==> config.mk <==
export PLATFORM = sky130hd
export DESIGN_NAME = adc_meas_scheduler_flat
export DESIGN_NICKNAME = d
export VERILOG_FILES = /design/src/rtl/adc_meas_scheduler_if.sv /design/src/rtl/adc_meas_scheduler.sv /design/src/flat_wrapper.sv
export SDC_FILE = /design/constraint.sdc
export NUM_CORES = 1
export LEC_CHECK = 0
export CAP_MARGIN = 30
export CORE_AREA = 10 10 147 81
export CTS_CLUSTER_DIAMETER = 120
export DETAILED_ROUTE_END_ITERATION = 12
export DIE_AREA = 0 0 157 91
export SLEW_MARGIN = 0
export SYNTH_ARGS = -nofsm -noshare
export SYNTH_HDL_FRONTEND = slang
export SYNTH_SLANG_ARGS = --single-unit
==> constraint.sdc <==
create_clock -name clk -period 2.5 [get_ports clk]
set_clock_uncertainty 0.1 [all_clocks]
set_input_delay 0.5 -clock clk [delete_from_list [all_inputs] [get_ports clk]]
set_output_delay 0.5 -clock clk [all_outputs]
set_load 0.01 [all_outputs]
==> src/rtl/adc_meas_scheduler_if.sv <==
// Handshake bundle between the measurement scheduler, the button edge detectors,
// the ADC front end and the display path.
interface adc_meas_scheduler_if;
  logic        hold_tick;
  logic        release_tick;
  logic        adc_done;
  logic [11:0] adc_data;
  logic        adc_start;
  logic [11:0] display_value;
  logic        average_enable;
  logic        LED_hold;
  logic        LED_average;
  logic        adc_timeout_err;

  // scheduler side
  modport master (
    input  hold_tick, release_tick, adc_done, adc_data,
    output adc_start, display_value, average_enable, LED_hold, LED_average, adc_timeout_err
  );

  // environment side: buttons, ADC and display
  modport slave (
    output hold_tick, release_tick, adc_done, adc_data,
    input  adc_start, display_value, average_enable, LED_hold, LED_average, adc_timeout_err
  );
endinterface

==> src/rtl/adc_meas_scheduler.sv <==
// Voltmeter ADC sequencer: periodic conversions, hold freeze and burst averaging
// after a configurable number of hold presses.
module adc_meas_scheduler #(
  parameter int SAMPLE_DIV   = 50000,
  parameter int AVG_LOG2     = 2,
  parameter int HOLDS_TO_AVG = 4,
  parameter int TIMEOUT      = 255
) (
  input logic                  clk,
  input logic                  rst_n,
  adc_meas_scheduler_if.master bus
);
  localparam int TW = $clog2(SAMPLE_DIV);
  localparam int WW = $clog2(TIMEOUT + 1);
  localparam int HW = $clog2(HOLDS_TO_AVG + 1);
  localparam int BW = AVG_LOG2 + 1;
  localparam int AW = 12 + AVG_LOG2;
  localparam int NS = 1 << AVG_LOG2;

  typedef enum logic [2:0] {MEAS, CONV, HOLD, BSTART, BWAIT, AVERAGE} state_t;

  state_t        state;
  logic [TW-1:0] tmr;
  logic [WW-1:0] wcnt;
  logic [HW-1:0] hcnt;
  logic [BW-1:0] bcnt;
  logic [AW-1:0] acc;
  logic [AW-1:0] acc_sum;
  logic [HW-1:0] hold_nxt;
  logic          pend;
  logic          tc;
  logic          wait_exp;

  always_comb begin
    tc       = (tmr == TW'(SAMPLE_DIV - 1));
    wait_exp = (wcnt == WW'(TIMEOUT - 1));
    acc_sum  = acc + AW'(bus.adc_data);
    hold_nxt = hcnt + 1'b1;
  end

  // sample timer never stops, so periodic sampling realigns to the same grid after hold/average
  always_ff @(posedge clk or negedge rst_n) begin
    if (!rst_n)  tmr <= '0;
    else if (tc) tmr <= '0;
    else         tmr <= tmr + 1'b1;
  end

  always_ff @(posedge clk or negedge rst_n) begin
    if (!rst_n) begin
      state               <= MEAS;
      wcnt                <= '0;
      hcnt                <= '0;
      bcnt                <= '0;
      acc                 <= '0;
      pend                <= 1'b0;
      bus.adc_start       <= 1'b0;
      bus.display_value   <= '0;
      bus.average_enable  <= 1'b0;
      bus.LED_hold        <= 1'b0;
      bus.LED_average     <= 1'b0;
      bus.adc_timeout_err <= 1'b0;
    end else begin
      bus.adc_start <= 1'b0;
      case (state)
        MEAS: begin
          // a pending hold beats a coincident terminal count
          if (pend || bus.hold_tick) begin
            pend <= 1'b0;
            if (hold_nxt == HW'(HOLDS_TO_AVG)) begin
              hcnt  <= '0;
              acc   <= '0;
              bcnt  <= '0;
              state <= BSTART;
            end else begin
              hcnt         <= hold_nxt;
              bus.LED_hold <= 1'b1;
              state        <= HOLD;
            end
          end else if (tc) begin
            bus.adc_start <= 1'b1;
            wcnt          <= '0;
            state         <= CONV;
          end
        end
        CONV: begin
          if (bus.hold_tick) pend <= 1'b1;
          if (bus.adc_done) begin
            bus.display_value <= bus.adc_data;
            state             <= MEAS;
          end else if (wait_exp) begin
            bus.adc_timeout_err <= 1'b1;
            state               <= MEAS;
          end else begin
            wcnt <= wcnt + 1'b1;
          end
        end
        HOLD: begin
          if (bus.release_tick) begin
            bus.LED_hold <= 1'b0;
            state        <= MEAS;
          end
        end
        BSTART: begin
          bus.adc_start <= 1'b1;
          wcnt          <= '0;
          state         <= BWAIT;
        end
        BWAIT: begin
          if (bus.adc_done) begin
            if (bcnt == BW'(NS - 1)) begin
              bus.display_value  <= acc_sum[AW-1:AVG_LOG2];
              bus.average_enable <= 1'b1;
              bus.LED_average    <= 1'b1;
              state              <= AVERAGE;
            end else begin
              acc   <= acc_sum;
              bcnt  <= bcnt + 1'b1;
              state <= BSTART;
            end
          end else if (wait_exp) begin
            bus.adc_timeout_err <= 1'b1;
            bus.average_enable  <= 1'b0;
            state               <= MEAS;
          end else begin
            wcnt <= wcnt + 1'b1;
          end
        end
        AVERAGE: begin
          if (bus.release_tick) begin
            bus.average_enable <= 1'b0;
            bus.LED_average    <= 1'b0;
            state              <= MEAS;
          end
        end
        default: state <= MEAS;
      endcase
    end
  end
endmodule

==> src/flat_wrapper.sv <==
// flat-port wrapper written by rule: the top's interface ports become plain ports
module adc_meas_scheduler_flat 
#(
  parameter int SAMPLE_DIV   = 50000,
  parameter int AVG_LOG2     = 2,
  parameter int HOLDS_TO_AVG = 4,
  parameter int TIMEOUT      = 255
)
  (clk, rst_n, bus_hold_tick, bus_release_tick, bus_adc_done, bus_adc_data, bus_adc_start, bus_display_value, bus_average_enable, bus_LED_hold, bus_LED_average, bus_adc_timeout_err);
  adc_meas_scheduler_if bus_i ();
  input logic clk;
  input logic rst_n;
  input wire logic [$bits(bus_i.hold_tick)-1:0] bus_hold_tick;
  input wire logic [$bits(bus_i.release_tick)-1:0] bus_release_tick;
  input wire logic [$bits(bus_i.adc_done)-1:0] bus_adc_done;
  input wire logic [$bits(bus_i.adc_data)-1:0] bus_adc_data;
  output wire logic [$bits(bus_i.adc_start)-1:0] bus_adc_start;
  output wire logic [$bits(bus_i.display_value)-1:0] bus_display_value;
  output wire logic [$bits(bus_i.average_enable)-1:0] bus_average_enable;
  output wire logic [$bits(bus_i.LED_hold)-1:0] bus_LED_hold;
  output wire logic [$bits(bus_i.LED_average)-1:0] bus_LED_average;
  output wire logic [$bits(bus_i.adc_timeout_err)-1:0] bus_adc_timeout_err;
  assign bus_i.hold_tick = bus_hold_tick;
  assign bus_i.release_tick = bus_release_tick;
  assign bus_i.adc_done = bus_adc_done;
  assign bus_i.adc_data = bus_adc_data;
  assign bus_adc_start = bus_i.adc_start;
  assign bus_display_value = bus_i.display_value;
  assign bus_average_enable = bus_i.average_enable;
  assign bus_LED_hold = bus_i.LED_hold;
  assign bus_LED_average = bus_i.LED_average;
  assign bus_adc_timeout_err = bus_i.adc_timeout_err;
  adc_meas_scheduler #(.SAMPLE_DIV(SAMPLE_DIV), .AVG_LOG2(AVG_LOG2), .HOLDS_TO_AVG(HOLDS_TO_AVG), .TIMEOUT(TIMEOUT)) u_core (.clk(clk), .rst_n(rst_n), .bus(bus_i));
endmodule
### Word level (Yosys, flattened, before mapping)

Index checks and enable logic that the tools add are counted.

| storage, ports and cells | value |
|---|---|
| flip-flop bits (word level) | 65 |
| input bits | 17 |
| output and inout bits | 17 |

| operators by class | value |
|---|---|
| $add $sub $neg | 5 |
| eq/ne operators | 27 |
| muxes and demuxes | 46 |
| bitwise operators | 1 |
| reduce and logical (&&, ||, !) cells | 20 |

Operator list:

| cell | count |
|---|---|
| 14-bit two-way mux | 4 |
| 12-bit two-way mux | 3 |
| 3-bit two-way mux | 12 |
| 8-bit two-way mux | 4 |
| 14-bit one-hot mux with 2 select lines | 1 |
| 12-bit one-hot mux with 2 select lines | 1 |
| 8-bit one-hot mux with 3 select lines | 1 |
| 2-bit inequality test, second input constant | 10 |
| 16-bit by 1-bit adder with 16-bit output, second input constant | 1 |
| 16-bit equality test, second input constant | 1 |
| 16-bit two-way mux | 1 |
| 4-bit AND reduction | 4 |
| 3-bit one-hot mux with 5 select lines | 1 |
| 14-bit by 12-bit adder with 14-bit output | 1 |
| 1-bit two-way mux | 12 |
| 2-bit by 1-bit inequality test with 1-bit output, second input constant | 5 |
| 1-bit one-hot mux with 2 select lines | 5 |
| 5-bit AND reduction | 2 |
| 2-bit nonzero test | 5 |
| 3-bit by 2-bit equality test with 1-bit output, second input constant | 3 |
| 3-bit equality test, second input constant | 3 |
| 8-bit by 1-bit adder with 8-bit output, second input constant | 1 |
| 8-bit equality test, second input constant | 1 |
| 3-bit by 1-bit adder with 3-bit output, second input constant | 2 |
| 11 further kinds | 15 |

### Logic depth before layout (Yosys ltp)

| logic depth | value |
|---|---|
| depth in word-level cells | 5 |
| mapped depth | 10 |
| gate-level depth less buffers | 9 |

### Worst setup path before layout

OpenSTA, ideal clock, no wires.

| timing path | value |
|---|---|
| kind | input port to flip-flop |
| start point | input port bus_adc_data[0] |
| end point | register u_core.acc[6] |
| setup time | 125 ps |
| arrival | 2203 ps |
| data required time | 2275 ps |
| setup slack | 72 ps |
| cell stages on the path | 8 |
| buffers on the path | 0 |
| cells stage by stage | ha_1 -> fa_1 -> a211oi_1 -> o21ai_0 -> a21oi_1 -> xor2_1 -> nor2_1 -> mux2_2 |

| between the ends | value |
|---|---|
| longest elaborated chain between the ends | 4 |

RTL lines:

| what | line | source |
|---|---|---|
| from (decl) | flat_wrapper.sv:16 | `input wire logic [$bits(bus_i.adc_data)-1:0] bus_adc_data;` |
| 14-bit by 12-bit adder with 14-bit output | adc_meas_scheduler.sv:37 | `acc_sum = acc + AW'(bus.adc_data);` |
| 14-bit two-way mux | adc_meas_scheduler.sv:110 | `if (bcnt == BW'(NS - 1)) begin` |
| 14-bit two-way mux | adc_meas_scheduler.sv:109 | `if (bus.adc_done) begin` |
| 14-bit one-hot mux with 2 select lines | adc_meas_scheduler.sv:64 | `case (state)` |
| to (signal assigned) | adc_meas_scheduler.sv:116 | `acc <= acc_sum;` |
| to (decl) | adc_meas_scheduler.sv:27 | `logic [AW-1:0] acc;` |

No other way between the ends. The select of a mux whose other input is x is not followed.
A chain may end at the register's enable or synchronous reset.

### Worst setup path after layout

| timing path | value |
|---|---|
| start point | input port bus_adc_data[1] |
| end point | register u_core.bus.display_value[9] |

| between the ends | value |
|---|---|
| longest elaborated chain between the ends | 4 |

RTL lines:

| what | line | source |
|---|---|---|
| 14-bit by 12-bit adder with 14-bit output | adc_meas_scheduler.sv:37 |  |
| 12-bit two-way mux | adc_meas_scheduler.sv:110 |  |
| 12-bit two-way mux | adc_meas_scheduler.sv:109 |  |
| 12-bit one-hot mux with 2 select lines | adc_meas_scheduler.sv:64 |  |
| to (signal assigned) | adc_meas_scheduler.sv:88 | `bus.display_value <= bus.adc_data;` |
| to (signal assigned) | adc_meas_scheduler.sv:111 | `bus.display_value <= acc_sum[AW-1:AVG_LOG2];` |
| to (decl) | adc_meas_scheduler_if.sv:18 | `output adc_start, display_value, average_enable, LED_hold, LED_average, adc_timeout_err` |

No other way between the ends. The select of a mux whose other input is x is not followed.

==> out/qor.csv <==
stage,metric,value,unit
critical_path,cp-start-kind,input port,
yosys,ys_top_cells_by_area,"dfrtp_1, ha_1, xor2_1",
layout,syn_to_final_growth,28.8,%
global_route,grt_usage,12.6,%
die,die_x,157,um
sta,final.setup.tns,0,ns
layout,utilization,51.1,%
layout,fin_nets,492,
sta,hold_viol_final,0,
critical_path,reg2reg_depth,10,
sta,max_freq,416,MHz
yosys,synth_common_cells,"dfrtp_1, nand2_1, nor2_1",
routing,wirelength,8600,um
pwr,p_comb_share,40.5,%
outcome,outcome,"complete, no violations",
place,dpl.hpwl,6050,um
routing,first_iter_violations,129,
routing,ant_nets,0,
sta,setup_viol,0,
place,gp_congestion,0.830,
clock_tree,cts_tree,yes,
yosys,async_flop_share,100,%
clock_tree,cts_max_path_buffers,2,
sta,min_period,2.40,ns
critical_path,crit_fanout,3,
sta,relSlewSlack,68.4,%
yosys,synth_cell_types,55,
yosys,yosysSeqAreaShare,44.2,%
routing,wl_per_cell,14.8,um
die,rows,25,
yosys,yosys_register_bits,65,
layout,n_antenna_cell,0,
yosys,syn-num-nets,430,
clock_tree,ctsHtreeMaxLevel,3,
critical_path,r2r_start,u_core.acc[0],
critical_path,timing_worst_setup_path_type,in -> reg,
pwr,power_leakage,0.00218,uW
job,maxCapViolCount,0,
critical_path,crit_path_top_delay_cell,or4b_1,
yosys,yosysMostFrequentCell,dfrtp_1,
place,port_buffers,33,
critical_path,reg2reg_setup_slack,0.14,ns
sta,fin_hold_ws,0.0785,ns
sta,final.period_utilization,96.2,%
sta,grt_setup_unrepaired,false,
yosys,syn_avg_cell_area,9.39,um^2
global_route,grt_pass1_wl,14800,um
pwr,power_density,973,mW/mm^2
routing,drc,0,
pwr,switchingPower,1600,uW
yosys,ys_warn_count,0,
clock_tree,cts_sinks,65,
critical_path,worst_path_most_repeated_cell,o21ai_2,
yosys,synth_edf_count,0,
pwr,power_frac_clock,27.5,%
global_route,overflow,0,
clock_tree,insertion_delay,0.34,ns
routing,viasPerCell,5.23,
clock_tree,cts_buffers,9,
yosys,synth_area_leader_cell,dfrtp_1,
pwr,vdd_drop_max,0.465,mV
die,start_util,39.6,%
pwr,switching_share,34.7,%
critical_path,critPathRequiredTime,2.66,ns
layout,drive_above_1_share,17.0,%
die,coreArea,0.00929,mm^2
die,die-area,0.0143,mm^2
routing,dr.pass1.iters,4,
critical_path,cp_slowest_stage_delay,0.46,ns
critical_path,cp.arrival,2.57,ns
die,die_y,91,um
clock_tree,clk_pin_slew,0.06,ns
die,io_pins,34,
pwr,p_int,3010,uW
critical_path,startpoint,bus_adc_data[1],
global_route,antenna_found_initial,0,
yosys,synth_top_area_share,44.2,%
sta,slew_violations,0,
critical_path,crit_chain,"clkdlybuf4s50_1, buf_4, ha_4, a21oi_2, o21ai_2, a21o_1, or4b_1, and4_4, o21ai_2",
yosys,synth-main-ff-cell,dfrtp_1,
critical_path,r2r-end,u_core.bus.display_value[8],
sta,tightest_slew,0.470,ns
yosys,syn_area,0.00368,mm^2
pwr,seqPwrFrac,32.0,%
hold_path,hold_class,in -> async,
routing,num_vias,3033,
clock_tree,cts_root_buf,clkbuf_16,
global_route,grt_pass1_vias,3074,
critical_path,cp-end-kind,register,
global_route,grt_max_degree,66,
yosys,synthCells,392,
clock_tree,cts_hold_buffers,0,
## through the flow
stage	power, uW	cells	worst slack (ns)	cell area, um^2
after floorplan	2590	392	0.0723	3680
after global placement	3270	563	-0.478	4340
after detailed placement	3290	563	-0.495	4340
after CTS	4610	580	0.00573	4660
after global routing	4950	580	0.00566	4740
final	4620	580	0.0954	4740
## critical path, delay by kind of cell
| kind | cells | cell delay (ns) |
|---|---|---|
| adders and majority gates | 1 | 0.23 |
| and+or+nand+nor | 2 | 0.64 |
| AOI/OAI and AO/OA | 4 | 0.58 |
| buffers and inverters | 2 | 0.60 |
## kinds of logic (layout without fill, tap and decap cells)
kind of cell               Yosys count  in the layout  share of synthesized area (%)
muxes                               10             10                           2.99
buffers and inverters               25             92                           2.99
AOI/OAI and AO/OA                   90             90                           15.7
adders and majority gates           21             21                           7.34
and+or+nand+nor                    153            153                           20.2
DFF                                 65             65                           44.2
xor gates and xnor gates            28             28                           6.66
## registers in the layout, summed over array words and instances, names as in the netlist, 3 cells and up
| signal | count |
|---|---|
| u_core.state | 3 |
| u_core.wcnt | 8 |
| u_core.bus.display_value | 12 |
| u_core.tmr | 16 |
| u_core.acc | 14 |
| u_core.hcnt | 3 |
| u_core.bcnt | 3 |
## cell type report
cell class | instances | area, um^2
clock buffers | 11 | 243
clock inverters | 5 | 55.1
fillers | 839 | 4550
inverters | 9 | 33.8
multi-input cells | 302 | 2030
flip-flops and latches | 65 | 1630
well taps | 121 | 151
repair buffers | 67 | 599
## power groups by stage
stage          logic [uW]  clock network, uW  registers (uW)
6_report             1870               1270            1480
5_1_grt              2090               1340            1510
4_1_cts              1840               1300            1470
3_5_place_dp         1810                  0            1480
3_3_place_gp         1790                  0            1480
2_1_floorplan        1100                  0            1490
## how the worst max path moves through the flow
| stage | end | slack (ns) | cells past startpoint |
|---|---|---|---|
| finish | u_core.bus.display_value[9] | 0.1 | 9 |
| floorplan | u_core.acc[6] | 0.07 | 8 |
| global route | u_core.acc[6] | 0.006 | 9 |
| CTS | u_core.bus.display_value[9] | 0.006 | 9 |
| global placement | u_core.bus.display_value[8] | -0.48 | 11 |
| detailed placement | u_core.bus.display_value[8] | -0.50 | 11 |
## what timing repair did
item / CTS / global route
buffers inserted: 1 / 0
gates resized for setup: 4 / 12
endpoints found under the hold margin: 0 / 0
pin swaps: 7 / 9
setup endpoints to repair: 7 / 10
## layer usage
layer	track usage [%]	part of all wire, %	wire length, um
met3	4.14	4.1	357
met2	20.2	46	3990
met4	4.45	1.3	110
met5	0	0	0
met1	15.5	48	4140
## cells in the final DEF, fill, tap and decap left out, types with 13 or more instances in the layout
cell,count
clkdlybuf4s50_1,28
a21oi_1,21
nand3_1,13
nor2_1,44
ha_1,14
o21ai_0,18
buf_4,33
xor2_1,20
dfrtp_1,65
nand2_1,46
Power figures use the tool's default switching activity.
